<file path="src/rtl/rotary_encoder_decoder.sv">
// Front-panel rotary encoder front end: synchronise, debounce and quadrature-decode
// the encoder lines into the 8-bit register read over SPI (cleared on each read).
module rotary_encoder_decoder #(
  parameter int DEBOUNCE_CYCLES = 1000,
  parameter int DETENT_STEPS    = 4
) (
  input  logic       clk,
  input  logic       reset,
  input  logic       encoder_A,
  input  logic       encoder_B,
  input  logic       encoder_sw,
  input  logic       rotary_encoder_rd_stb,
  output logic [7:0] rotary_encoder_reg,
  output logic       quad_error
);

  localparam logic [15:0]        DB_LAST  = 16'(DEBOUNCE_CYCLES - 1);
  localparam logic signed [3:0]  ACC_MAX  = 4'(DETENT_STEPS);
  localparam logic signed [3:0]  ACC_MIN  = -ACC_MAX;
  localparam logic signed [6:0]  CNT_HI   = 7'sd31;
  localparam logic signed [6:0]  CNT_LO   = -7'sd32;

  function automatic logic signed [5:0] sat_add(input logic signed [5:0] a,
                                                input logic signed [1:0] d);
    logic signed [6:0] s;
    s = {a[5], a} + {{5{d[1]}}, d};
    if (s > CNT_HI)      sat_add = 6'b011111;
    else if (s < CNT_LO) sat_add = 6'b100000;
    else                 sat_add = s[5:0];
  endfunction

  logic [2:0]        sync_p0, sync_p1, deb_p2;
  logic [15:0]       db_cnt [3];
  logic [1:0]        prev_ab_p3;
  logic signed [3:0] acc_p3;

  logic signed [3:0] step, acc_sum, acc_nxt;
  logic signed [1:0] detent;
  logic              bad_step, press_edge;

  // Stage p0/p1: two-flop synchronisers, bit order {sw, A, B}
  always_ff @(posedge clk or posedge reset) begin
    if (reset) begin
      sync_p0 <= '0;
      sync_p1 <= '0;
    end else begin
      sync_p0 <= {encoder_sw, encoder_A, encoder_B};
      sync_p1 <= sync_p0;
    end
  end

  // Stage p2: per-line debounce counters
  always_ff @(posedge clk or posedge reset) begin
    if (reset) begin
      deb_p2 <= '0;
      for (int i = 0; i < 3; i++) db_cnt[i] <= '0;
    end else begin
      for (int i = 0; i < 3; i++) begin
        if (sync_p1[i] == deb_p2[i]) begin
          db_cnt[i] <= '0;
        end else if (db_cnt[i] == DB_LAST) begin
          deb_p2[i] <= sync_p1[i];
          db_cnt[i] <= '0;
        end else begin
          db_cnt[i] <= db_cnt[i] + 16'd1;
        end
      end
    end
  end

  always_comb begin
    step = '0;
    case ({prev_ab_p3, deb_p2[1:0]})
      4'b0001, 4'b0111, 4'b1110, 4'b1000: step = 4'sd1;
      4'b0100, 4'b1101, 4'b1011, 4'b0010: step = -4'sd1;
      default:                            step = '0;
    endcase
    bad_step = &(prev_ab_p3 ^ deb_p2[1:0]);
    acc_sum  = acc_p3 + step;
    detent   = '0;
    acc_nxt  = acc_sum;
    if (acc_sum == ACC_MAX) begin
      detent  = 2'sb01;
      acc_nxt = '0;
    end else if (acc_sum == ACC_MIN) begin
      detent  = 2'sb11;
      acc_nxt = '0;
    end
    // Bit 7 holds last cycle's debounced switch, so it doubles as the edge history.
    press_edge = deb_p2[2] & ~rotary_encoder_reg[7];
  end

  // Stage p3: decode state and the SPI-visible register
  always_ff @(posedge clk or posedge reset) begin
    if (reset) begin
      prev_ab_p3         <= '0;
      acc_p3             <= '0;
      quad_error         <= 1'b0;
      rotary_encoder_reg <= '0;
    end else begin
      prev_ab_p3            <= deb_p2[1:0];
      acc_p3                <= acc_nxt;
      quad_error            <= bad_step;
      rotary_encoder_reg[7] <= deb_p2[2];
      if (rotary_encoder_rd_stb) begin
        rotary_encoder_reg[6]   <= press_edge;
        rotary_encoder_reg[5:0] <= {{4{detent[1]}}, detent};
      end else begin
        rotary_encoder_reg[6]   <= rotary_encoder_reg[6] | press_edge;
        rotary_encoder_reg[5:0] <= sat_add(rotary_encoder_reg[5:0], detent);
      end
    end
  end

endmodule

</file>
<file path="config.mk">
export PLATFORM = sky130hd
export DESIGN_NAME = rotary_encoder_decoder
export DESIGN_NICKNAME = d
export VERILOG_FILES = /design/src/rtl/rotary_encoder_decoder.sv
export SDC_FILE = /design/constraint.sdc
export NUM_CORES = 1
export LEC_CHECK = 0
export CORE_ASPECT_RATIO = 2
export CORE_MARGIN = 1.5
export CORE_UTILIZATION = 44
export DETAILED_ROUTE_END_ITERATION = 8
export GPL_TIMING_DRIVEN = 0
export HOLD_SLACK_MARGIN = 0.05
export PLACE_DENSITY_LB_ADDON = 0.12
export SLEW_MARGIN = 20
export SYNTH_ARGS = -nofsm -noshare
export SYNTH_HDL_FRONTEND = slang
export SYNTH_SLANG_ARGS = --single-unit
</file>
<file path="constraint.sdc">
create_clock -name clk -period 6 [get_ports clk]
set_clock_uncertainty 0.15 [all_clocks]
set_input_delay 1.2 -clock clk [delete_from_list [all_inputs] [get_ports clk]]
set_output_delay 1.2 -clock clk [all_outputs]
set_load 0.05 [all_outputs]
</file>
# Yosys cells after proc, flatten, opt, wreduce, memory -nomap -nowiden
# Memories as Yosys holds them, arrays and structs flattened.
# Index checks and enable logic that the tools add are counted.
# classes
add_sub_neg	5
multipliers	0
div_mod_pow	0
magnitude_cmp	2
n_eq_ne	8
shift	0
muxes	13
n_bitwise	7
n_reduce_logical	4
# op_table
cell	n
$mux W16	6
$add A16 B1 Y16 const B	3
$eq A16 B10 Y1 const B	3
$mux W6	2
$mux W4	2
$reduce_and A2 Y1	4
$add A6 B2 Y7	1
$gt A7 B6 Y1 const B	1
$lt A7 B6 Y1 const B	1
$mux W7	1
$add A4 B4 Y4	1
$eq A4 B3 Y1 const B	1
$eq A4 B4 Y1 const B	1
$mux W2	2
$not A1 Y1	4
$eq A1 B1 Y1	3
$xor A2 B2 Y2	1
$and A1 B1 Y1	1
$or A1 B1 Y1	1
# totals
ff_bits	72
latch_bits	0
ram_bits	0
rom_bits	64
inputBits	6
output_inout_bits	9
elab_cells	52
n_memories	1
# mem_list
name	depth	word_bits	read_ports	rd_clocked_by_memory_dff	write_ports	line_no	source
(name not given)	16	4	1	0	0	73	case ({prev_ab_p3, deb_p2[1:0]})

# Longest topological paths before layout
# An unclocked memory read counts as a cell.
# depth
ltp_word	10
mapped_depth	16
depth_no_buf	16

# Worst setup path after synthesis
# OpenSTA, ideal clock, no wires.
# synth_timing
kind	reg-to-reg
start	register deb_p2[0]
end	register rotary_encoder_reg[2]
setup_ps	66
arrival_ps	3938
t_required_ps	5784
slack_ps	1846
stages_incl_launch_ff	16
n_path_buf	0
period_less_slack_ps	4154
path_cell_list	dfrtp_1 > inv_1 > ha_1 > mux4_2 > ha_1 > a21oi_1 > and2_1 > xnor3_4 > nand2b_1 > inv_1 > ha_1 > and3_1 > a22oi_1 > nor4b_1 > a211oi_1 > a31o_1
# synth_via
elab_chain_len	10
word_cells_on_any_way	12
cone_classes	add/sub (2); order compare (2); eq/ne (2); mux (5); memory (1)
# synth_rtl
element	line_no	source
from (decl)	32	logic [2:0] sync_p0, sync_p1, deb_p2;
from (signal, indexed assignment)	62	deb_p2[i] <= sync_p1[i];
$mem_v2 Z16 W4 *	n/a	
$add A4 B4 Y4 *	79	acc_sum = acc_p3 + step;
$eq A4 B3 Y1	85	end else if (acc_sum == ACC_MIN) begin
$mux W2	85	
$mux W2 *	82	if (acc_sum == ACC_MAX) begin
$add A6 B2 Y7	26	s = {a[5], a} + {{5{d[1]}}, d};
$lt A7 B6 Y1	28	else if (s < CNT_LO) sat_add = 6'b100000;
$mux W6	28	
$mux W6	27	if (s > CNT_HI) sat_add = 6'b011111;
$mux W7 *	105	if (rotary_encoder_rd_stb) begin
to (signal assigned)	107	rotary_encoder_reg[5:0] <= {{4{detent[1]}}, detent};
to (signal assigned)	110	rotary_encoder_reg[5:0] <= sat_add(rotary_encoder_reg[5:0], detent);
to (decl)	13	output logic [7:0] rotary_encoder_reg,
# Mark *: on every way between the ends. The rest lies on a longest branch, timed or not.
# A chain may end at the register's enable or synchronous reset.

# Worst setup path after layout
# Ends and elaborated chain as after synthesis.

==> results.md <==
* Clock tree buffer depth at 2
* NumNets Final at 388
* Setup bufs post-CTS at 0
* RSZ-0062 raised after global routing: false
* Post-DP HPWL at 4420 µm
* GPL Wtd Cong at 0.782
* First-pass GRT wire length at 11000 µm
* Fin crit period at 4.69 ns
* Switching pwr at 0.000240 W
* Final Cell Area at about 0.004 mm²
* Antenna violations before repair at 0
* Full die area at 0.00862 mm²
* Cell area power density at around 260 mW/mm²
* YS warnings at 0
* Fin Setup TNS at 0 ns
* Critical path origin: deb_p2[0]
* DIE WIDTH at ~66 µm
* Setup Viol. Count Final at 0
* IO buf count at 14
* Commonest cells in the synthesized netlist: dfrtp_1 (72), nor2_1 (63), xnor2_1 (27)
* Syn_nets at 362
* Top cell type's share of synthesized area at 50.9%
* Clk sinks at a little over 70
* CTS Buf Count at 9
* Hold path start: sync_p0[0]
* Drt wl/cell at ~13 µm
* Flops & latches, synth at 72
* Clock power share at between 40% and 50%
* Synth Area per Inst at 10.5 µm²
* N_diodes at 0
* Post-synth top flop: dfrtp_1
* Status: finished clean
* Flop2flop setup slack at 1.31 ns
* Vias in the first global route at 2558
* Combinational fraction of design power at 5.7%
* Resize count post-CTS at 0
* Pleak at 1.89 nW
* Distinct cell type count after synthesis at 40
* P_int at ~0.00084 W
* Hold Fails Final Rpt at 0
* Net Sw Frac at about 22%
* Core box area at 0.00789 mm²
* Chip Height at 130 µm
* Leading post-synthesis cells by cell area: dfrtp_1 (51%), nor2_1 (6.7%), xnor2_1 (6.7%), xor2_1 (5.9%), ha_1 (5.7%)
* Worst reg2reg startpoint: deb_p2[0]
* Post-synthesis sequential area ratio at around half
* Worst vdd ir at about 170 µV
* Final Max Slew Viols at 0
* Tcrit/Tclk final at 78.2%
* Fmax achieved at 0.213 GHz
* Clock root buffer: clkbuf_16
* Largest net degree at the start of global routing at 59
* Post-DP Area at 0.00383 mm²
* Antenna Violating Nets Remaining at 0
* Final wirelength at 6120 µm
* Req. time, crit path at 6.12 ns
* Gr ovfl total at 0
* Reg clk slew, reported paths at 0.06 ns
* Layout cells sized above 1 at between 7 and 8%
* Number of flip-flops in the largest register at 48
* Num ports at 15
* Crit path arrival time at ~4.8 ns
* Crit. End Element: flop
* Syn Inst Count at 338
* Worst Hold Class: reg2reg
* Number of flops mapped to enable cells by yosys at 0
* Crit Path Category: reg2reg
* Worst relative slew slack at about three fifths
* Worst slew pin tran at between 0.6 and 0.7 ns
* Count leader, synth: dfrtp_1
* Leading area contributor after synthesis: dfrtp_1
* DR vias at 2420
* Drt drc at 0
* DRC violation total after the first TritonRoute iteration at between 100 and 150
* Mapped cell area at 0.00354 mm²
* Total track usage at 16.7%
* Starting Density at 44.9%
* Cell row count at 46
* TritonCTS clock tree: built
* H-tree Lvls at 3
* Cts hold-fix bufs at 0
* Worst skew pair latency at 0.33 ns
* Post-synth ARST share at 100%
* Crit start category: flop
* First drt pass iteration count at 4
* Max cap viols at 0
* CP Max Fanout at 7
* Sequential share of power at 46.8%
* Area growth, synth to finish at 16.3%
* Vias/cell at 5.20
[worst max-delay path: stages (launching register included)]
cell and delay [ns]:
dfrtp_1 0.47, inv_1 0.10, ha_1 0.20, mux4_2 0.54, ha_1 0.35, a21oi_1 0.23
and2_1 0.19, xnor3_4 0.38, nand2b_1 0.23, inv_1 0.22, ha_1 0.31, and3_1 0.22
a22oi_1 0.18, nor4b_1 0.07, a211oi_1 0.55, a31o_1 0.24
[cells by family (layout without fill, tap and decap cells)]
group                      Yosys count  in the layout  synth area share [%]
adders and majority gates           18             18                  6.79
xor gates and xnor gates            52             52                  13.4
muxes                                3              3                  1.27
AOI/OAI and AO/OA                   25             25                  4.99
DFF                                 72             72                  50.9
and+or+nand+nor                    150            150                  20.7
buffers and inverters               18             49                  1.95
[cells in the final DEF (no fill, tap or decap), drive strengths merged, types with 5 or more instances in the layout]
| master | count |
|---|---|
| a21o | 5 |
| a21oi | 7 |
| and3 | 14 |
| clkbuf | 12 |
| clkdlybuf4s50 | 14 |
| clkinv | 5 |
| dfrtp | 72 |
| ha | 16 |
| inv | 14 |
| nand2 | 18 |
| nand3 | 15 |
| nand4 | 10 |
| nor2 | 63 |
| nor3 | 8 |
| nor4 | 5 |
| xnor2 | 27 |
| xor2 | 24 |
[worst paths after layout]
kind | to | cells past startpoint
max | rotary_encoder_reg[2] | 15
max reg2reg | rotary_encoder_reg[2] | 15
min reg2reg | sync_p1[0] | 0
max in group asynchronous | db_cnt[32] | 3
min | sync_p1[0] | 0
min in group asynchronous | db_cnt[46] | 2
[power groups by stage]
stage                     clock (W)  combinational [W]  sequential [W]
after floorplan                   0          0.0000313        0.000520
after global placement            0          0.0000596        0.000511
after detailed placement          0          0.0000632        0.000512
after CTS                  0.000526          0.0000633        0.000503
after global routing       0.000548          0.0000691        0.000504
final                      0.000511          0.0000614        0.000503
[stage by stage]
| step | cells | hold slack, ns | utilization, % | setup slack [ns] | total power [W] |
|---|---|---|---|---|---|
| floorplan | 338 | 0.181 | - | 1.85 | 0.000552 |
| global placement | 448 | 0.185 | 48.2 | 1.26 | 0.000571 |
| detailed placement | 449 | 0.186 | 48.5 | 1.23 | 0.000575 |
| CTS | 465 | 0.198 | 52.2 | 1.21 | 0.00109 |
| global route | 465 | 0.209 | 52.2 | 0.866 | 0.00112 |
| finish | 465 | 0.198 | 52.2 | 1.31 | 0.00108 |
[metal layers]
metal / vias up / track usage (%) / part of all wire, %
met5: - / 0 / 0
met4: 0 / 7.92 / 2.2
met3: 10 / 3.62 / 1.5
met2: 29 / 29.6 / 56
met1: 1177 / 18.4 / 40
li1: 1204 / - / -
[layout make-up]
type                    count  area [µm²]
repair buffers             15         168
flip-flops and latches     72        1800
plain buffers               4        16.3
fillers                   725        3770
multi-input cells         248        1670
well taps                  96         120
inverters                  14        55.1
clock buffers               9         225
clock inverters             7        62.6
(Power assumes the default switching activity.)
